===== src/rtl/sme_host_feeder.sv =====
// Purpose: buffers one string and up to NPAT patterns from a host, streams them to the matching engine and returns one result per pattern.
// Latency: first character 1 cycle after start; each result 1 cycle after sme_valid.
// Backpressure: none toward the engine; host writes/start/clear are ignored outside IDLE, and a missing engine response times out.
module sme_host_feeder #(
    parameter int STR_MAX = 32,
    parameter int PAT_MAX = 8,
    parameter int NPAT    = 4,
    parameter int TIMEOUT = 255
) (
    input  logic       clk,
    input  logic       reset,
    input  logic       wr_en,
    input  logic       wr_sel,
    input  logic [7:0] wr_data,
    input  logic       wr_last,
    input  logic       wr_clr,
    input  logic       start,
    input  logic       new_str,
    output logic [7:0] chardata,
    output logic       isstring,
    output logic       ispattern,
    input  logic       sme_valid,
    input  logic       sme_match,
    input  logic [4:0] sme_match_index,
    output logic       busy,
    output logic       res_valid,
    output logic       res_match,
    output logic [4:0] res_index,
    output logic [1:0] res_pid,
    output logic       done,
    output logic       err
);

    localparam int SLW = $clog2(STR_MAX + 1);
    localparam int SAW = $clog2(STR_MAX);
    localparam int PLW = $clog2(PAT_MAX + 1);
    localparam int PAW = $clog2(PAT_MAX);
    localparam int PCW = $clog2(NPAT + 1);
    localparam int PIW = $clog2(NPAT);
    localparam int TW  = $clog2(TIMEOUT);
    localparam int IW  = (SLW > PLW) ? SLW : PLW;

    localparam logic [SLW-1:0] STR_FULL  = SLW'(STR_MAX);
    localparam logic [PLW-1:0] PAT_FULL  = PLW'(PAT_MAX);
    localparam logic [PCW-1:0] PCNT_FULL = PCW'(NPAT);
    localparam logic [TW-1:0]  TMO_LAST  = TW'(TIMEOUT - 1);

    typedef enum logic [2:0] {
        S_IDLE,
        S_SEND_STR,
        S_SEND_PAT,
        S_WAIT_RES,
        S_FIN
    } state_t;

    state_t         state_q, state_d;
    logic [SLW-1:0] str_len_q, str_len_d;
    logic [PCW-1:0] pat_cnt_q, pat_cnt_d;
    logic [PLW-1:0] cur_len_q, cur_len_d;
    logic [IW-1:0]  idx_q, idx_d;
    logic [PCW-1:0] pid_q, pid_d;
    logic [TW-1:0]  tmo_q, tmo_d;
    logic           err_q, err_d;
    logic           bad_done_q, bad_done_d;
    logic           res_vld_q, res_vld_d;
    logic           res_match_q, res_match_d;
    logic [4:0]     res_index_q, res_index_d;
    logic [1:0]     res_pid_q, res_pid_d;

    logic [7:0]     str_q [STR_MAX];
    logic [7:0]     pat_q [NPAT][PAT_MAX];
    logic [PLW-1:0] pat_len_q [NPAT];

    logic           ld_ok;
    logic           str_wr;
    logic           str_ovf;
    logic           pat_room;
    logic           pat_wr;
    logic           pat_ovf;
    logic [PLW-1:0] cur_pat_len;
    logic [PCW-1:0] pid_nxt;

    // Host writes are only honoured while idle; clear takes priority over a write in the same cycle.
    assign ld_ok       = reset && (state_q == S_IDLE) && wr_en && !wr_clr;
    assign str_wr      = ld_ok && !wr_sel && (str_len_q != STR_FULL);
    assign str_ovf     = ld_ok && !wr_sel && (str_len_q == STR_FULL);
    assign pat_room    = (pat_cnt_q != PCNT_FULL) && (cur_len_q != PAT_FULL);
    assign pat_wr      = ld_ok && wr_sel && pat_room;
    assign pat_ovf     = ld_ok && wr_sel && !pat_room;
    assign cur_pat_len = pat_len_q[pid_q[PIW-1:0]];
    assign pid_nxt     = pid_q + PCW'(1);

    // Character storage, written only on accepted host writes.
    always_ff @(posedge clk) begin
        if (str_wr) begin
            str_q[str_len_q[SAW-1:0]] <= wr_data;
        end
        if (pat_wr) begin
            pat_q[pat_cnt_q[PIW-1:0]][cur_len_q[PAW-1:0]] <= wr_data;
            if (wr_last) begin
                pat_len_q[pat_cnt_q[PIW-1:0]] <= cur_len_q + PLW'(1);
            end
        end
    end

    // Control and result registers with synchronous active-low reset.
    always_ff @(posedge clk) begin
        if (!reset) begin
            state_q     <= S_IDLE;
            str_len_q   <= '0;
            pat_cnt_q   <= '0;
            cur_len_q   <= '0;
            idx_q       <= '0;
            pid_q       <= '0;
            tmo_q       <= '0;
            err_q       <= 1'b0;
            bad_done_q  <= 1'b0;
            res_vld_q   <= 1'b0;
            res_match_q <= 1'b0;
            res_index_q <= '0;
            res_pid_q   <= '0;
        end else begin
            state_q     <= state_d;
            str_len_q   <= str_len_d;
            pat_cnt_q   <= pat_cnt_d;
            cur_len_q   <= cur_len_d;
            idx_q       <= idx_d;
            pid_q       <= pid_d;
            tmo_q       <= tmo_d;
            err_q       <= err_d;
            bad_done_q  <= bad_done_d;
            res_vld_q   <= res_vld_d;
            res_match_q <= res_match_d;
            res_index_q <= res_index_d;
            res_pid_q   <= res_pid_d;
        end
    end

    // Next-state logic: loading and job launch in IDLE, then string, patterns and result waits.
    always_comb begin
        state_d     = state_q;
        str_len_d   = str_len_q;
        pat_cnt_d   = pat_cnt_q;
        cur_len_d   = cur_len_q;
        idx_d       = idx_q;
        pid_d       = pid_q;
        tmo_d       = tmo_q;
        err_d       = err_q;
        bad_done_d  = 1'b0;
        res_vld_d   = 1'b0;
        res_match_d = res_match_q;
        res_index_d = res_index_q;
        res_pid_d   = res_pid_q;

        case (state_q)
            S_IDLE: begin
                if (wr_clr) begin
                    str_len_d = '0;
                    pat_cnt_d = '0;
                    cur_len_d = '0;
                    err_d     = 1'b0;
                end
                if (str_wr) begin
                    str_len_d = str_len_q + SLW'(1);
                end
                if (pat_wr) begin
                    if (wr_last) begin
                        pat_cnt_d = pat_cnt_q + PCW'(1);
                        cur_len_d = '0;
                    end else begin
                        cur_len_d = cur_len_q + PLW'(1);
                    end
                end
                if (str_ovf || pat_ovf) begin
                    err_d = 1'b1;
                end
                // Start sees the counts including any write accepted in this same cycle.
                if (start) begin
                    if ((pat_cnt_d == '0) || (new_str && (str_len_d == '0))) begin
                        err_d      = 1'b1;
                        bad_done_d = 1'b1;
                    end else begin
                        idx_d   = '0;
                        pid_d   = '0;
                        state_d = new_str ? S_SEND_STR : S_SEND_PAT;
                    end
                end
            end
            S_SEND_STR: begin
                // The engine leaves string-receive as soon as isstring drops, so patterns follow with no gap.
                if (idx_q == IW'(str_len_q - SLW'(1))) begin
                    idx_d   = '0;
                    state_d = S_SEND_PAT;
                end else begin
                    idx_d = idx_q + IW'(1);
                end
            end
            S_SEND_PAT: begin
                if (idx_q == IW'(cur_pat_len - PLW'(1))) begin
                    idx_d   = '0;
                    tmo_d   = '0;
                    state_d = S_WAIT_RES;
                end else begin
                    idx_d = idx_q + IW'(1);
                end
            end
            S_WAIT_RES: begin
                // A response arriving in the final allowed cycle still wins over the timeout.
                if (sme_valid) begin
                    res_vld_d   = 1'b1;
                    res_match_d = sme_match;
                    res_index_d = sme_match_index;
                    res_pid_d   = 2'(pid_q);
                    pid_d       = pid_nxt;
                    state_d     = (pid_nxt < pat_cnt_q) ? S_SEND_PAT : S_FIN;
                end else if (tmo_q == TMO_LAST) begin
                    err_d   = 1'b1;
                    state_d = S_FIN;
                end else begin
                    tmo_d = tmo_q + TW'(1);
                end
            end
            S_FIN: begin
                // String is kept so the next job may reuse the engine's held copy.
                pat_cnt_d = '0;
                cur_len_d = '0;
                state_d   = S_IDLE;
            end
            default: begin
                state_d = S_IDLE;
            end
        endcase
    end

    // Engine-side character stream; chardata is zero whenever no qualifier is high.
    always_comb begin
        isstring  = 1'b0;
        ispattern = 1'b0;
        chardata  = '0;
        case (state_q)
            S_SEND_STR: begin
                isstring = 1'b1;
                chardata = str_q[idx_q[SAW-1:0]];
            end
            S_SEND_PAT: begin
                ispattern = 1'b1;
                chardata  = pat_q[pid_q[PIW-1:0]][idx_q[PAW-1:0]];
            end
            default: begin
                isstring  = 1'b0;
                ispattern = 1'b0;
                chardata  = '0;
            end
        endcase
    end

    assign busy      = (state_q == S_SEND_STR) || (state_q == S_SEND_PAT) || (state_q == S_WAIT_RES);
    assign done      = (state_q == S_FIN) || bad_done_q;
    assign err       = err_q;
    assign res_valid = res_vld_q;
    assign res_match = res_match_q;
    assign res_index = res_index_q;
    assign res_pid   = res_pid_q;

endmodule


===== config.mk =====
export PLATFORM = sky130hd
export DESIGN_NAME = sme_host_feeder
export DESIGN_NICKNAME = d
export VERILOG_FILES = /design/src/rtl/sme_host_feeder.sv
export SDC_FILE = /design/constraint.sdc
export NUM_CORES = 1
export LEC_CHECK = 0
export ABC_AREA = 1
export ABC_CLOCK_PERIOD_IN_PS = 5310
export CAP_MARGIN = 20
export CELL_PAD_IN_SITES_DETAIL_PLACEMENT = 0
export CELL_PAD_IN_SITES_GLOBAL_PLACEMENT = 1
export CORE_AREA = 2 2 212 235
export DETAILED_ROUTE_END_ITERATION = 8
export DIE_AREA = 0 0 214 237
export GPL_ROUTABILITY_DRIVEN = 1
export HOLD_SLACK_MARGIN = 0.08
export MAX_ROUTING_LAYER = met4
export PLACE_DENSITY_LB_ADDON = 0.05
export SYNTH_ARGS = -nofsm -noshare
export SYNTH_HDL_FRONTEND = slang
export SYNTH_SLANG_ARGS = --single-unit

===== constraint.sdc =====
create_clock -name clk -period 5.31 [get_ports clk]
set_input_delay 1.062 -clock clk [delete_from_list [all_inputs] [get_ports clk]]
set_output_delay 1.062 -clock clk [all_outputs]
set_load 0.05 [all_outputs]

==> impl_results.md, run 1 <==
* Outcome: finished clean
* Switching Share at 33.4%
* Crit path max-delay cell type: clkdlybuf4s50_1
* Yosys cell types at 44
* VDD IR-drop max at roughly 0.4 mV
* Layout area overhead at 13.4%
* Vias in the first global route at around 15,000
* Peak Freq at 212 MHz
* CTS Hold Buffers Added at 0
* Top-count cell post-synth: edfxtp_1
* Ys Warns at 0
* Synthesized area per cell at 12.0 µm²
* Area contributors post-synth: edfxtp_1 66%, nor2_1 6.0%, o21ai_0 5.8%
* IO buf count at 44
* Reg power frac at 40.0%
* Depth of the most critical reg-to-reg path at 16
* # clock sinks at 579
* FF+latch count, synth at around 580
* Worst skew pair latency at 620 ps
* Hold WC Path Type: flip-flop to flip-flop
* Hold Crit Depth at 2
* Clock Skews at 19.3 ps
* Setup bufs post-CTS at 0
* Avg WL per Cell at 23.2 µm
* CP Max Fanout at 51
* CP peak stage delay at 810 ps
* Die area at approximately 51,000 µm²
* Clock power frac at 32.9%
* CTS tree: built
* GR Overflow Total at 0
* Post-route DRC at 0
* CTS buffer count at 58
* Crit-path cells: clkinv_2, buf_4, o21ai_0, o221ai_1, o211ai_1, nand4_1, nand3_1, nand2_1, clkdlybuf4s50_1
* Origin of the worst min-delay path: res_match
* CTS Buffer Depth at 3
* RSZ-0062 raised after global routing: no
* Sw Pwr at 4.33 mW
* Area leader, netlist: edfxtp_1
* Core Area at approximately 48,000 µm²
* Design area at 27,100 µm²
* CP startpoint kind: flip-flop
* WP data required at 4250 ps
* EDFF count, synth at 528
* Initial DRC count at 1,504
* Critical Path End Type: primary output
* Least-Margin Pin Slew at 965 ps
* Hold Fails Final Rpt at 0
* RePlAce Congestion at roughly 0.83
* Via count at 15,800
* I/O pin count at between 40 and 50
* Largest net degree at the start of global routing at approximately 140
* Post-synth top area share at 66.3%
* Setup TNS at 0 ps
* Crit path kind: flip-flop to primary output
* Final #Nets at 2,083
* Vias per Instance at 5.77
* Global-route wire length before repair at 95.7 mm
* Mapped cell area at 23,900 µm²
* Total Wirelength at 63.6 mm
* Critical R2R Capture: state_q[1]
* Logic pwr share at 27.1%
* Post-synthesis sequential area ratio at 70.6%
* Number of routed nets with antenna violations at 0
* Worst path bufs/invs at 3
* Cell row count at 85
* Filler instances at approximately 4,000
* Buffer type at the clock tree root: clkbuf_16
* Setup violations, final at 0
* Gr usage total at 25.8%
* PwrDens at between 400 and 500 nW/µm²
* Crit path DAT at 3650 ps
* Initial antenna violation count at 1
* Fin. max-slew vios at 0
* Post-layout minimum cycle time at 4710 ps
* Mapped Cells at 2,000
* Area after DPL at around 25,000 µm²
* Power, Total at roughly 13 mW
* Internal power at 8.63 mW
* Synth async-reset ratio at 0%
* Layout cells sized above 1 at 8.86%
* Lkg Pwr at 8.99 nW
* Pre-antenna DRT Iters at 6
* Starting Density at about half
* Predominant post-synthesis flop cell: edfxtp_1
* Hold worst-path end: res_match
* DP Wirelength at approximately 39 mm
* Most instantiated cells after synthesis: 528 x edfxtp_1, 381 x nor2_1, 279 x o21ai_0
* Final period util at 88.7%
* Worst slew margin at 35.6%
* R2r setup slk at ~2000 ps
* Die X at 214 µm
* CP top delay family: buffers and inverters
* CTS HTree Levels at 2
* Total of max-cap violations at 0
* Die Y at 237 µm
* Clock transition at the registers of the reported paths at approximately 60 ps
* Syn Nets at 2,041
* Post-CTS sizing at 0
-- power by group through the flow --
stage                     combinational (mW)  sequential (mW)  clock [mW]
after floorplan                         2.37             5.21           0
after CTS                               3.53             5.19        4.33
after global routing                    3.85             5.20        4.51
after global placement                  3.50             5.29           0
after detailed placement                3.52             5.29           0
final                                   3.51             5.19        4.27
-- layer usage --
metal | vias up | wire length [µm] | track usage [%]
met4 | 0 | 1900 | 8.41
met3 | 108 | 3060 | 3.48
li1 | 7429 | - | -
met2 | 467 | 32000 | 43.0
met5 | - | 0 | -
met1 | 7816 | 26600 | 32.8
-- cells in the final DEF, fill, tap and decap left out, drive strengths merged, types with 2 or more instances in the layout --
| cell | instances |
|---|---|
| edfxtp | 528 |
| nor2 | 384 |
| o21ai | 281 |
| nand2 | 184 |
| nand3 | 111 |
| o221ai | 76 |
| buf | 66 |
| clkbuf | 65 |
| inv | 55 |
| o22ai | 52 |
| dfxtp | 51 |
| a21oi | 50 |
| clkinv | 36 |
| clkdlybuf4s50 | 35 |
| nand4 | 27 |
| ha | 18 |
| xor2 | 13 |
| bufinv | 11 |
| o211ai | 10 |
| xnor2 | 7 |
| nor3 | 6 |
| a31oi | 5 |
| or2 | 3 |
| o32ai | 3 |
| clkinvlp | 3 |
| o311ai | 2 |
| o21bai | 2 |
| nand3b | 2 |
-- layout make-up --
cell class	count	area, µm²	area share, %
Multi-Input combinational cell	1239	6300	23.2
Sequential cell	579	16900	62.3
Timing Repair Buffer	101	880	3.24
Antenna cell	1	2.50	0.00923
Clock inverter	42	490	1.81
Inverter	63	239	0.881
Tap cell	652	816	3.01
Clock buffer	65	1500	5.52
-- registers in the layout (all words and copies together) (netlist names), 4 cells and up, named ones only --
name	cells
tmo_q	8
pat_q	256
idx_q	6
res_index	5
str_q	256
pat_len_q	16
cur_len_q	4
str_len_q	6
-- logic make-up after synthesis --
| logic type | Yosys count | synth area share (%) |
|---|---|---|
| flops | 579 | 70.6 |
| xor+xnor | 20 | 0.733 |
| fa+ha+maj | 18 | 0.942 |
| buf+inv | 182 | 3.09 |
| simple gates | 719 | 12.8 |
| compound gates | 482 | 11.8 |
-- per-stage QoR --
stage          hold WS (ps)  cells  setup slack [ps]  util, %
3_5_place_dp            457   2634              1130     51.9
4_1_cts                 466   2741               545     56.0
3_3_place_gp            452   2633              1200     51.9
2_1_floorplan           465   2000              2280        -
6_report                463   2742               602     56.0
5_1_grt                 477   2742               420     56.0
-- worst reg2reg max path: stages (launching register included) --
cell and delay (ps):
dfxtp_2 730, inv_1 220, buf_4 270, nand3_1 140, nand2_1 130, ha_1 340, xnor2_1 130, a21oi_1 140
nand2_1 60, inv_1 50, nand3_1 80, nand2_1 130, nand2_1 230, nor2_1 340, nand3_1 120, nand2_1 80
nor2_1 30
-- worst max-delay path by stage --
stage          cells after the start            to  slack, ps      start
5_1_grt                            9   chardata[2]        420  flip-flop
4_1_cts                            9   chardata[2]        540  flip-flop
6_report                           9   chardata[2]        600  flip-flop
3_5_place_dp                       8  pat_q[0][10]       1130     wr_clr
3_3_place_gp                       8  pat_q[0][12]       1200     wr_clr
2_1_floorplan                     10   chardata[2]       2280  flip-flop
Power figures use the tool's default switching activity.
==> run 2, diff against run 1 <==
- ABC_CLOCK_PERIOD_IN_PS: 5310 -> 6060
- clock period: 5.31 -> 6.06 ns (I/O delays scaled with it)
==> run 2 against run 1 <==
  * Sequential share of layout area is 0.72 points higher
  * Final area is 1.1% lower
  * Total power decreased by 14%
  * Global-route usage is 0.13 points lower
  * Largest cell class unchanged
  * Routed wire length down 0.98%
  * Worst hold slack better by 2.5 ps
  * Non-clock buffer count shrank 24
  * Clock skew is 6.4 ps lower
  * Critical endpoint is now chardata[3]
==> impl_results.md, run 2 (same netlist as run 1, synthesis figures left out) <==
* Most used cell, CP: nand3_1
* Crit path max-delay cell type: buf_4 (was clkdlybuf4s50_1)
* Design area at 26,800 µm² (was 27,100 µm²)
* Commonest non-fill, non-tap cell in the layout: edfxtp_1 (unchanged)
* Total Wirelength at 63.0 mm (was 63.6 mm)
* DP Wirelength at 38.3 mm (was 39.4 mm)
* Largest net degree at the start of global routing at 129 (was 137)
* Crit path kind: flip-flop to primary output (unchanged)
* IO buf count at 44 (unchanged)
* RSZ-0062 raised after global routing: no (unchanged)
* Post-route DRC at 0 (unchanged)
* CTS Hold Buffers Added at 0 (unchanged)
* Fin util at 55.4% (was 56.0%)
* Layout area overhead at 12.1% (was 13.4%)
* Least-Margin Pin Slew at 1140 ps (was 965 ps)
* Place WS at 1510 ps (was 1130 ps)
* Clock transition at the registers of the reported paths at 60 ps (about the same)
* Worst path bufs/invs at 2 (was 3)
* # diodes at 0 (was 1)
* Vias per Instance at 5.81 (was 5.77)
* CTS HTree Levels at 2 (unchanged)
* Worst skew pair latency at 610 ps (was 620 ps)
* Hold Fails Final Rpt at 0 (unchanged)
* Hold WC Path Type: flip-flop to flip-flop (unchanged)
* Setup bufs post-CTS at 0 (unchanged)
* CTS tree: built (unchanged)
* Worst slew margin at 23.7% (was 35.6%)
* Placed cell count at 2,609 (was 2,634)
* PwrDens at 415 nW/µm² (was 478 nW/µm²)
* Crit-path cells: buf_4, o21ai_0, o221ai_1, nand3_1, nand4_1, nand3_1, nand2_1, clkdlybuf4s50_1 (was clkinv_2, buf_4, o21ai_0, o221ai_1, o211ai_1, nand4_1, nand3_1, nand2_1, clkdlybuf4s50_1)
* GR Overflow Total at 0 (unchanged)
* Die X at 214 µm (unchanged)
* Die Y at 237 µm (unchanged)
* Most frequent cells in the layout: 528 x edfxtp_1, 381 x nor2_1, 279 x o21ai_0, 181 x nand2_1, 103 x nand3_1 (unchanged)
* Total of max-cap violations at 0 (unchanged)
* Power, Total at 11.1 mW (was 13.0 mW)
* RePlAce Congestion at 0.831 (was 0.833)
* Global-route wire length before repair at 95.2 mm (was 95.7 mm)
* CTS Buffer Depth at 3 (unchanged)
* Layout cells sized above 1 at 7.33% (was 8.86%)
* CP peak stage delay at 820 ps (was 810 ps)
* Core Area at 48,400 µm² (unchanged)
* Cell row count at 85 (unchanged)
* Die area at 50,700 µm² (unchanged)
* CP startpoint kind: flip-flop (unchanged)
* Starting Density at 49.4% (unchanged)
* Setup violations, final at 0 (unchanged)
* Gr usage total at 25.7% (was 25.8%)
* Outcome: finished clean (unchanged)
* Pre-antenna DRT Iters at 5 (was 6)
* Metal2 WL at 31.1 mm (was 32.0 mm)
* I/O pin count at 45 (unchanged)
* Clock Skews at 13.0 ps (was 19.3 ps)
* Post-layout minimum cycle time at approximately 5300 ps
* CTS buffer count at 57 (was 58)
* VDD IR-drop max at 0.252 mV (was 0.405 mV)
* Setup TNS at 0 ps (unchanged)
* Avg WL per Cell at 23.2 µm (about the same)
* Buffer type at the clock tree root: clkbuf_16 (unchanged)
* Area after DPL at 24,900 µm² (was 25,100 µm²)
* Met1 Wirelength at 26.8 mm (was 26.6 mm)
* CP Max Fanout at 112 (was 51)
* Lkg Pwr at 8.78 nW (was 8.99 nW)
* # clock sinks at 579 (unchanged)
* Number of routed nets with antenna violations at 0 (unchanged)
* PnR worst setup slack at 746 ps (was 602 ps)
* Initial DRC count at 1,536 (was 1,504)
* WP data required at 4850 ps (was 4250 ps)
* Hold_ws at 466 ps (was 463 ps)
* Final #Nets at 2,058 (was 2,083)
* Critical Path End Type: primary output (unchanged)
* CP top delay family: buffers and inverters (unchanged)
* Peak Freq at 188 MHz
* Fin. max-slew vios at 0 (unchanged)
* Vias in the first global route at 15,200 (was 15,300)
* Final cell count without fillers at 2,713 (was 2,742)
* Post-CTS sizing at 0 (unchanged)
* Via count at 15,800 (about the same)
* Metal3 WL at 3.27 mm (was 3.06 mm)
* Max layer used: met4 (unchanged)
* Final period util at between 80% and 90%
* Filler instances at 4,126 (was 4,078)
* Initial antenna violation count at 0 (was 1)
* Crit path DAT at 4100 ps (was 3650 ps)
-- run 2: path summary, 6_finish.rpt --
check | start | to | slack, ps | cells after the start
hold / removal | res_index[1] | res_index[1] | 470 | 2
setup reg to reg | flip-flop | state_q[0] | 2710 | 16
setup / recovery | flip-flop | chardata[3] | 750 | 8
hold reg to reg | res_index[1] | res_index[1] | 470 | 2
-- run 2: worst reg2reg max path, stage by stage, from the launching register on --
cell,delay (ps)
dfxtp_4,500
clkinv_2,600
nand2_1,230
nand3_1,160
nand2_1,150
ha_1,260
xnor2_1,130
a21oi_1,140
nand2_1,60
inv_1,50
nand3_1,80
nand2_1,150
nand2_1,190
nor2_1,300
nand3_1,110
nand2_1,80
nor2_1,50
-- run 2: metal layers --
layer | track usage (%) | vias to the layer above
li1 | - | 7375
met1 | 34.0 | 7810
met2 | 41.7 | 486
met3 | 3.20 | 105
met4 | 7.82 | 0
met5 | - | -
-- run 2: cell type report --
cell class / instances / area, µm² / area share [%]
multi-input cells: 1239 / 6300 / 23.5
clock buffers: 67 / 1490 / 5.54
repair buffers: 77 / 731 / 2.73
inverters: 63 / 239 / 0.892
well taps: 652 / 816 / 3.04
clock inverters: 36 / 343 / 1.28
flip-flops and latches: 579 / 16900 / 63.0
-- run 2: report_power, final --
| group | switching (mW) | internal, mW | total (mW) |
|---|---|---|---|
| combinational | 2.18 | 0.903 | 3.09 |
| clock | 1.49 | 2.00 | 3.49 |
| sequential | 0.110 | 4.43 | 4.54 |
